**src/rtl/mult_div_unit.sv**
```systemverilog
`default_nettype none
// ============================================================================
// Module   : mult_div_unit
// Brief    : Iterative 33-cycle multiply/divide unit with HI/LO registers.
//            Divide support is compiled in only when MDU_DIV_EN is defined.
// Revision : 1.0 - initial release
// ============================================================================
module mult_div_unit #(
    parameter int WIDTH = 32
) (
    input  logic             clk,
    input  logic             reset_n,
    input  logic             start,
    input  logic [1:0]       op,
    input  logic [WIDTH-1:0] a,
    input  logic [WIDTH-1:0] b,
    input  logic             wr_hi,
    input  logic             wr_lo,
    input  logic [WIDTH-1:0] wr_data,
    output logic             busy,
    output logic             done,
    output logic [WIDTH-1:0] hi,
    output logic [WIDTH-1:0] lo
);

    localparam int              CNT_W     = $clog2(WIDTH);
    localparam logic [CNT_W-1:0] LAST_ITER = CNT_W'(WIDTH - 1);

    typedef enum logic [1:0] {
        S_IDLE = 2'd0,
        S_RUN  = 2'd1,
        S_FIX  = 2'd2,
        S_DONE = 2'd3
    } state_t;

    state_t             state_q, state_d;
    logic               busy_q, busy_d;
    logic               done_q, done_d;
    logic [CNT_W-1:0]   cnt_q, cnt_d;
    logic               sign_a_q, sign_a_d;
    logic               sign_b_q, sign_b_d;
    logic [WIDTH-1:0]   mcand_q, mcand_d;
    logic [2*WIDTH-1:0] acc_q, acc_d;
    logic [WIDTH-1:0]   hi_q, hi_d;
    logic [WIDTH-1:0]   lo_q, lo_d;

    logic               w_signed_op;
    logic               w_op_ok;
    logic               w_accept;
    logic [WIDTH-1:0]   w_abs_a;
    logic [WIDTH-1:0]   w_abs_b;
    logic [WIDTH:0]     w_mul_sum;
    logic [2*WIDTH-1:0] w_prod_fixed;

    assign w_signed_op = ~op[0];
    assign w_abs_a     = (w_signed_op && a[WIDTH-1]) ? -a : a;
    assign w_abs_b     = (w_signed_op && b[WIDTH-1]) ? -b : b;

`ifdef MDU_DIV_EN
    logic               is_div_q, is_div_d;
    logic [WIDTH-1:0]   rem_q, rem_d;
    logic [WIDTH:0]     w_div_shift;
    logic [WIDTH:0]     w_div_diff;
    logic [WIDTH-1:0]   w_quo_fixed;
    logic [WIDTH-1:0]   w_rem_fixed;

    assign w_op_ok     = 1'b1;
    // 33-bit partial remainder: previous remainder with the next dividend bit shifted in
    assign w_div_shift = {rem_q, acc_q[WIDTH-1]};
    assign w_div_diff  = w_div_shift - {1'b0, mcand_q};
    assign w_quo_fixed = (sign_a_q ^ sign_b_q) ? -acc_q[WIDTH-1:0] : acc_q[WIDTH-1:0];
    assign w_rem_fixed = sign_a_q ? -rem_q : rem_q;
`else
    assign w_op_ok     = ~op[1];
`endif

    assign w_accept     = start && w_op_ok && ((state_q == S_IDLE) || (state_q == S_DONE));
    // Upper accumulator half plus optional multiplicand, with carry kept for the shift
    assign w_mul_sum    = {1'b0, acc_q[2*WIDTH-1:WIDTH]} + (acc_q[0] ? {1'b0, mcand_q} : '0);
    assign w_prod_fixed = (sign_a_q ^ sign_b_q) ? -acc_q : acc_q;

    always_comb begin
        state_d  = state_q;
        busy_d   = busy_q;
        done_d   = 1'b0;
        cnt_d    = cnt_q;
        sign_a_d = sign_a_q;
        sign_b_d = sign_b_q;
        mcand_d  = mcand_q;
        acc_d    = acc_q;
        hi_d     = hi_q;
        lo_d     = lo_q;
`ifdef MDU_DIV_EN
        is_div_d = is_div_q;
        rem_d    = rem_q;
`endif

        if (!busy_q) begin
            if (wr_hi) hi_d = wr_data;
            if (wr_lo) lo_d = wr_data;
        end

        case (state_q)
            S_IDLE, S_DONE: begin
                state_d = S_IDLE;
                if (w_accept) begin
                    state_d  = S_RUN;
                    busy_d   = 1'b1;
                    cnt_d    = '0;
                    sign_a_d = w_signed_op & a[WIDTH-1];
                    sign_b_d = w_signed_op & b[WIDTH-1];
`ifdef MDU_DIV_EN
                    is_div_d = op[1];
                    rem_d    = '0;
                    // Divide: mcand holds the divisor, acc low half shifts dividend out / quotient in
                    mcand_d  = op[1] ? w_abs_b : w_abs_a;
                    acc_d    = {{WIDTH{1'b0}}, (op[1] ? w_abs_a : w_abs_b)};
`else
                    mcand_d  = w_abs_a;
                    acc_d    = {{WIDTH{1'b0}}, w_abs_b};
`endif
                end
            end

            S_RUN: begin
                cnt_d = cnt_q + 1'b1;
                if (cnt_q == LAST_ITER) state_d = S_FIX;
`ifdef MDU_DIV_EN
                if (is_div_q) begin
                    rem_d = w_div_diff[WIDTH] ? w_div_shift[WIDTH-1:0] : w_div_diff[WIDTH-1:0];
                    acc_d = {acc_q[2*WIDTH-1:WIDTH], acc_q[WIDTH-2:0], ~w_div_diff[WIDTH]};
                end else begin
                    acc_d = {w_mul_sum, acc_q[WIDTH-1:1]};
                end
`else
                acc_d = {w_mul_sum, acc_q[WIDTH-1:1]};
`endif
            end

            S_FIX: begin
                state_d = S_DONE;
                busy_d  = 1'b0;
                done_d  = 1'b1;
`ifdef MDU_DIV_EN
                if (is_div_q) begin
                    hi_d = w_rem_fixed;
                    // Divide by zero reports an all-ones quotient regardless of signs
                    lo_d = (mcand_q == '0) ? {WIDTH{1'b1}} : w_quo_fixed;
                end else begin
                    hi_d = w_prod_fixed[2*WIDTH-1:WIDTH];
                    lo_d = w_prod_fixed[WIDTH-1:0];
                end
`else
                hi_d = w_prod_fixed[2*WIDTH-1:WIDTH];
                lo_d = w_prod_fixed[WIDTH-1:0];
`endif
            end

            default: state_d = S_IDLE;
        endcase
    end

    always_ff @(posedge clk or negedge reset_n) begin
        if (!reset_n) begin
            state_q  <= S_IDLE;
            busy_q   <= 1'b0;
            done_q   <= 1'b0;
            cnt_q    <= '0;
            sign_a_q <= 1'b0;
            sign_b_q <= 1'b0;
            mcand_q  <= '0;
            acc_q    <= '0;
            hi_q     <= '0;
            lo_q     <= '0;
`ifdef MDU_DIV_EN
            is_div_q <= 1'b0;
            rem_q    <= '0;
`endif
        end else begin
            state_q  <= state_d;
            busy_q   <= busy_d;
            done_q   <= done_d;
            cnt_q    <= cnt_d;
            sign_a_q <= sign_a_d;
            sign_b_q <= sign_b_d;
            mcand_q  <= mcand_d;
            acc_q    <= acc_d;
            hi_q     <= hi_d;
            lo_q     <= lo_d;
`ifdef MDU_DIV_EN
            is_div_q <= is_div_d;
            rem_q    <= rem_d;
`endif
        end
    end

    assign busy = busy_q;
    assign done = done_q;
    assign hi   = hi_q;
    assign lo   = lo_q;

endmodule
`default_nettype wire

```
**config.mk**
```make
export PLATFORM = sky130hd
export DESIGN_NAME = mult_div_unit
export DESIGN_NICKNAME = d
export VERILOG_FILES = /design/src/rtl/mult_div_unit.sv
export SDC_FILE = /design/constraint.sdc
export NUM_CORES = 1
export LEC_CHECK = 0
export CORE_MARGIN = 4
export CORE_UTILIZATION = 31
export CTS_CLUSTER_DIAMETER = 60
export DETAILED_ROUTE_END_ITERATION = 6
export PLACE_DENSITY = 0.62
export SLEW_MARGIN = 20
export SYNTH_ARGS = -nofsm -noshare
export SYNTH_HDL_FRONTEND = slang
export SYNTH_SLANG_ARGS = --single-unit
```
**constraint.sdc**
```tcl
create_clock -name clk -period 3.9 [get_ports clk]
set_clock_uncertainty 0.1 [all_clocks]
set_input_delay 0.585 -clock clk [delete_from_list [all_inputs] [get_ports clk]]
set_output_delay 0.585 -clock clk [all_outputs]
set_load 0.005 [all_outputs]
```
=== Yosys cells after proc, flatten, opt, wreduce, memory -nomap -nowiden ===
Cells that the tools add are included.

* Multiplexer cells: 20
* Eq/ne operators: 7
* Reductions and logical operators: 16
* Add/subtract/negate cells: 5
* Bitwise logic cells: 5

{| class="wikitable"
|+ Operator list
! operator !! count
|-
| 2-to-1 mux 32 bit || 9
|-
| 2-to-1 mux 64 bit || 2
|-
| case mux 64 bit (2 select lines) || 1
|-
| negator 32 bit || 2
|-
| negator 64 bit || 1
|-
| adder 32 x 32 -> 33 bit || 1
|-
| case mux 5 bit (2 select lines) || 1
|-
| AND reduction 2 bit || 5
|-
| nonzero test 2 bit || 4
|-
| case mux 2 bit (3 select lines) || 1
|-
| adder 5 x 1 -> 5 bit, second input constant || 1
|-
| equality test 5 bit, second input constant || 1
|-
| 2-to-1 mux 5 bit || 1
|-
| equality test 2 bit, second input constant || 2
|-
| logical AND 1 bit || 4
|-
| != test 2 bit, second input constant || 2
|-
| 2-to-1 mux 1 bit || 3
|-
| AND 1 bit || 2
|-
| equality test 2 x 1 -> 1 bit, second input constant || 1
|-
| zero test 2 bit || 1
|-
| 2-to-1 mux 2 bit || 1
|-
| != test 2 x 1 -> 1 bit, second input constant || 1
|-
| NOT 1 bit || 2
|-
| case mux 1 bit (2 select lines) || 1
|-
| other kinds (3) || 3
|}

* Register bits after elaboration: 171
* Bits of input ports: 103
* Word-level logic and storage cells: 63

=== Longest topological paths before layout ===
* Word-level depth: 5
* Depth in mapped cells: 13
* Depth with buffers taken out: 11

=== Worst setup path after synthesis ===
OpenSTA, ideal clock, no wires.

* Path type: register to register
* Start: reg acc_q[0]
* End: reg acc_q[57]
* Setup slack: 695 ps
* Cell stages (with the launch flop): 14
* Path buffers: 2
* Arrival: 3,036 ps
* Period minus slack after synthesis: 3,205 ps
* Cells stage by stage: dfrtp_1 clkbuf_1 clkbuf_1 and2_1 ha_1 inv_1 fa_1 nor2b_1 o2111ai_1 a211oi_1 o21ai_0 a21o_1 a2111oi_0 nand3b_1

* Cells in the longest elaborated chain, start to end: 3

{| class="wikitable"
|+ RTL lines
! element !! line !! source
|-
| start, declared || 43 || <nowiki>logic [2*WIDTH-1:0] acc_q, acc_d;</nowiki>
|-
| start signal, assigned || 172 || <nowiki>acc_q <= '0;</nowiki>
|-
| start signal, assigned || 187 || <nowiki>acc_q <= acc_d;</nowiki>
|-
| 2-to-1 mux 32 bit || 79 || <nowiki>assign w_mul_sum = {1'b0, acc_q[2*WIDTH-1:WIDTH]} + (acc_q[0] ? {1'b0, mcand_q} : '0);</nowiki>
|-
| adder 32 x 32 -> 33 bit || 79 ||
|-
| case mux 64 bit (2 select lines) || 103 || <nowiki>case (state_q)</nowiki>
|}

Every way passes these cells.
A chain may end at the register's enable or synchronous reset.

=== Worst setup path in the final report ===
* Start: reg acc_q[0]
* End: reg acc_q[61]

Same word-level chain as after synthesis.

==> qor.csv <==
stage;metric;value;unit
logic_synthesis;unique cell type count in the Yosys netlist;68;
clock_tree;TritonCTS Buffers;17;
final_layout;Layout area overhead;23.03;%
logic_synthesis;synth top area cells;dfrtp_1 35%, o21ai_0 6.1%, xnor2_1 5.5%;
worst_setup_path;Reg2Reg Depth;10;
power;worst vdd ir;0.6177;mV
timing;final hold viol count;0;
grt;vias in the first global route;10772;
worst_setup_path;Crit-path slowest cell;dfrtp_1;
final_layout;Finished Core Util;38.67;%
timing;fmax;0.3004;GHz
power;Pleak;6.234;nW
final_layout;layout cells sized above 1;7.781;%
worst_setup_path;crit path capture type;flop;
route;routed via count;11160;
route;DR vias/cell;5.350;
worst_setup_path;Levels on crit path;10;
clock_tree;clk_lat worst skew;440;ps
logic_synthesis;Synth Flop Type;dfrtp_1;
worst_hold_path;worst hold path class;in -> async;
logic_synthesis;FF+latch count, synth;171;
placed_design;GPL Wtd Cong;0.8995;
worst_setup_path;critical path data required time;4130;ps
timing;final setup violation count;0;
clock_tree;hold buffers post-CTS;0;
logic_synthesis;syn avg cell area;8.463;µm²
logic_synthesis;Post-synth EDFFs;0;
route;Post-Route WL;39.77;mm
route;DR iter-0 viols;864;
worst_setup_path;slowest stage delay, CP;500;ps
clock_tree;CTS tree;done;
worst_setup_path;critical path startpoint;acc_q[0];
placed_design;placed cell areas;0.01441;mm²
grt;largest net degree at the start of global routing;94;
worst_setup_path;R2R setup slack;570;ps
route;Detail Route Antenna Nets;0;
placed_design;port bufs;168;
logic_synthesis;post-synthesis async set-or-reset flop share;100.0;%
floorplan;DIE AREA;0.04260;mm²
timing;PnR worst setup slack;571.5;ps
flow_run;Max-Cap Viols;0;
floorplan;core box area;0.03883;mm²
clock_tree;Sink Count;171;
logic_synthesis;Post-Syn Area;0.01220;mm²
placed_design;HPWL Detailed;30.73;mm
floorplan;io pins;169;
timing;worst-margin pin slew;889.4;ps
logic_synthesis;top-area cell type share of the netlist area;35.07;%
clock_tree;H-tree Lvls;4;
final_layout;Design Area, Final;0.01501;mm²
final_layout;# nets final;1698;
floorplan;number of cell rows;72;
timing;Tcrit/Tclk final;85.35;%
timing;fin crit period;3329;ps
worst_setup_path;critical-path cell list;buf_12 -> and2_1 -> ha_1 -> a2111oi_0 -> o21ai_0 -> a41o_1 -> o2111ai_1 -> a21oi_1 -> or3_1 -> a32o_1;
power;power per standard cell area;784.2;mW/mm²
timing;Hold Slack;110.7;ps
timing;worst rel slew slack;40.71;%
timing;RSZ-0062 raised after global routing;no;
placed_design;pre-CTS worst setup slack;232.7;ps
clock_tree;clock root buffer;clkbuf_16;
floorplan;DIE HEIGHT;206.4;µm
logic_synthesis;sequential area share after synthesis;35.07;%
worst_setup_path;R2R Path Start;acc_q[0];
logic_synthesis;cells after synthesis;1442;
worst_setup_path;CP Class;reg -> reg;
final_layout;fin cells;2086;
status;outcome;completed;
clock_tree;post-CTS setup buffers;0;
grt;wire length of the first global-routing pass;61.82;mm
clock_tree;CTS clk-pin slew, worst paths;70;ps
clock_tree;Max Buffers Root-to-Sink;2;
grt;global route overflow;0;
logic_synthesis;Synthesized Nets;1585;
route;wire per inst;19.06;µm
worst_setup_path;WP buf/inv;1;
route;drt first pass iters;5;
placed_design;Placed Cells;2054;
power;Power, Total;11.77;mW
logic_synthesis;area leader, netlist;dfrtp_1;
grt;initial antenna violation count;1;
route;drt drc;0;
worst_setup_path;crit path DAT;3560;ps
final_layout;most common cell after layout, fill and taps aside;dfrtp_1;
clock_tree;post_cts resized;0;
final_layout;commonest cells after routing, fill and taps aside;171 x dfrtp_1, 167 x clkdlybuf4s50_1, 154 x nand2_1, 148 x o21ai_0, 116 x a21oi_1;
grt;All-Layer GR Usage;18.38;%
final_layout;Inserted Diodes;0;
logic_synthesis;Yosys warnings;0;
worst_setup_path;critical path's top delay family;compound AO/OA/AOI/OAI gates;
timing;setup_tns;0;ps
floorplan;Initial Util;31.43;%
timing;Final Slew Violations;0;
floorplan;die span in x;206.4;µm
worst_setup_path;worst-path maximum fanout;30;
worst_setup_path;CP startpoint kind;flop;
-- per-layer routing --
metal / wire length, µm / global-route usage, %
met5: 7 / 0
met4: 1056 / 5.680
met3: 2530 / 3.248
met2: 17000 / 27.32
met1: 19180 / 27.10
-- cell type report --
| cell class | instances | area [µm²] |
|---|---|---|
| clock inverter | 11 | 133.9 |
| timing repair buffer | 193 | 1908 |
| tap | 518 | 648.1 |
| sequential | 171 | 4279 |
| fill | 3902 | 23810 |
| inverter | 22 | 82.58 |
| clock buffer | 21 | 470.5 |
| multi-input combinational | 1150 | 7491 |
-- worst reg2reg max path: stages, from the launching register on --
cell,delay [ps]
dfrtp_1,500
buf_12,220
and2_1,150
ha_1,370
a2111oi_0,360
o21ai_0,180
a41o_1,300
o2111ai_1,290
a21oi_1,140
or3_1,360
a32o_1,250
-- state kept, by name, summed over array words and instances (netlist names) --
name / cells
state_q: 2
done: 1
mcand_q: 32
cnt_q: 5
acc_q: 64
busy: 1
lo: 32
sign_b_q: 1
sign_a_q: 1
hi: 32
-- logic make-up after synthesis --
group                      after synthesis  synth area share, %
and+or+nand+nor                        455                18.50
AOI/OAI and AO/OA                      435                21.42
adders and majority gates               40                4.163
xor gates and xnor gates               138                9.905
muxes                                   82                7.136
DFF                                    171                35.07
buffers and inverters                  121                3.814
-- power by group --
part	leakage, nW	switching, mW	internal (mW)
logic	3.83	3.56	2.89
registers	2.11	0.959	2.59
clock network	0.300	0.769	1.01
-- synth_stat cells, drive strengths merged (26+ instances only) --
| library cell | n |
|---|---|
| o22ai | 35 |
| ha | 39 |
| mux2i | 42 |
| nor2 | 104 |
| and2 | 35 |
| mux2 | 40 |
| xor2 | 61 |
| a21oi | 116 |
| nor3 | 26 |
| o21ai | 157 |
| nand2 | 155 |
| o31ai | 31 |
| dfrtp | 171 |
| xnor2 | 77 |
| clkbuf | 78 |
-- path summary, 6_finish.rpt --
path,endpoint
hold / removal,mcand_q[24]
setup reg to reg,acc_q[61]
max in group asynchronous,acc_q[4]
hold reg to reg,mcand_q[26]
min in group clk,mcand_q[26]
setup / recovery,acc_q[61]
Note: power is estimated with default switching activity, not from simulation.
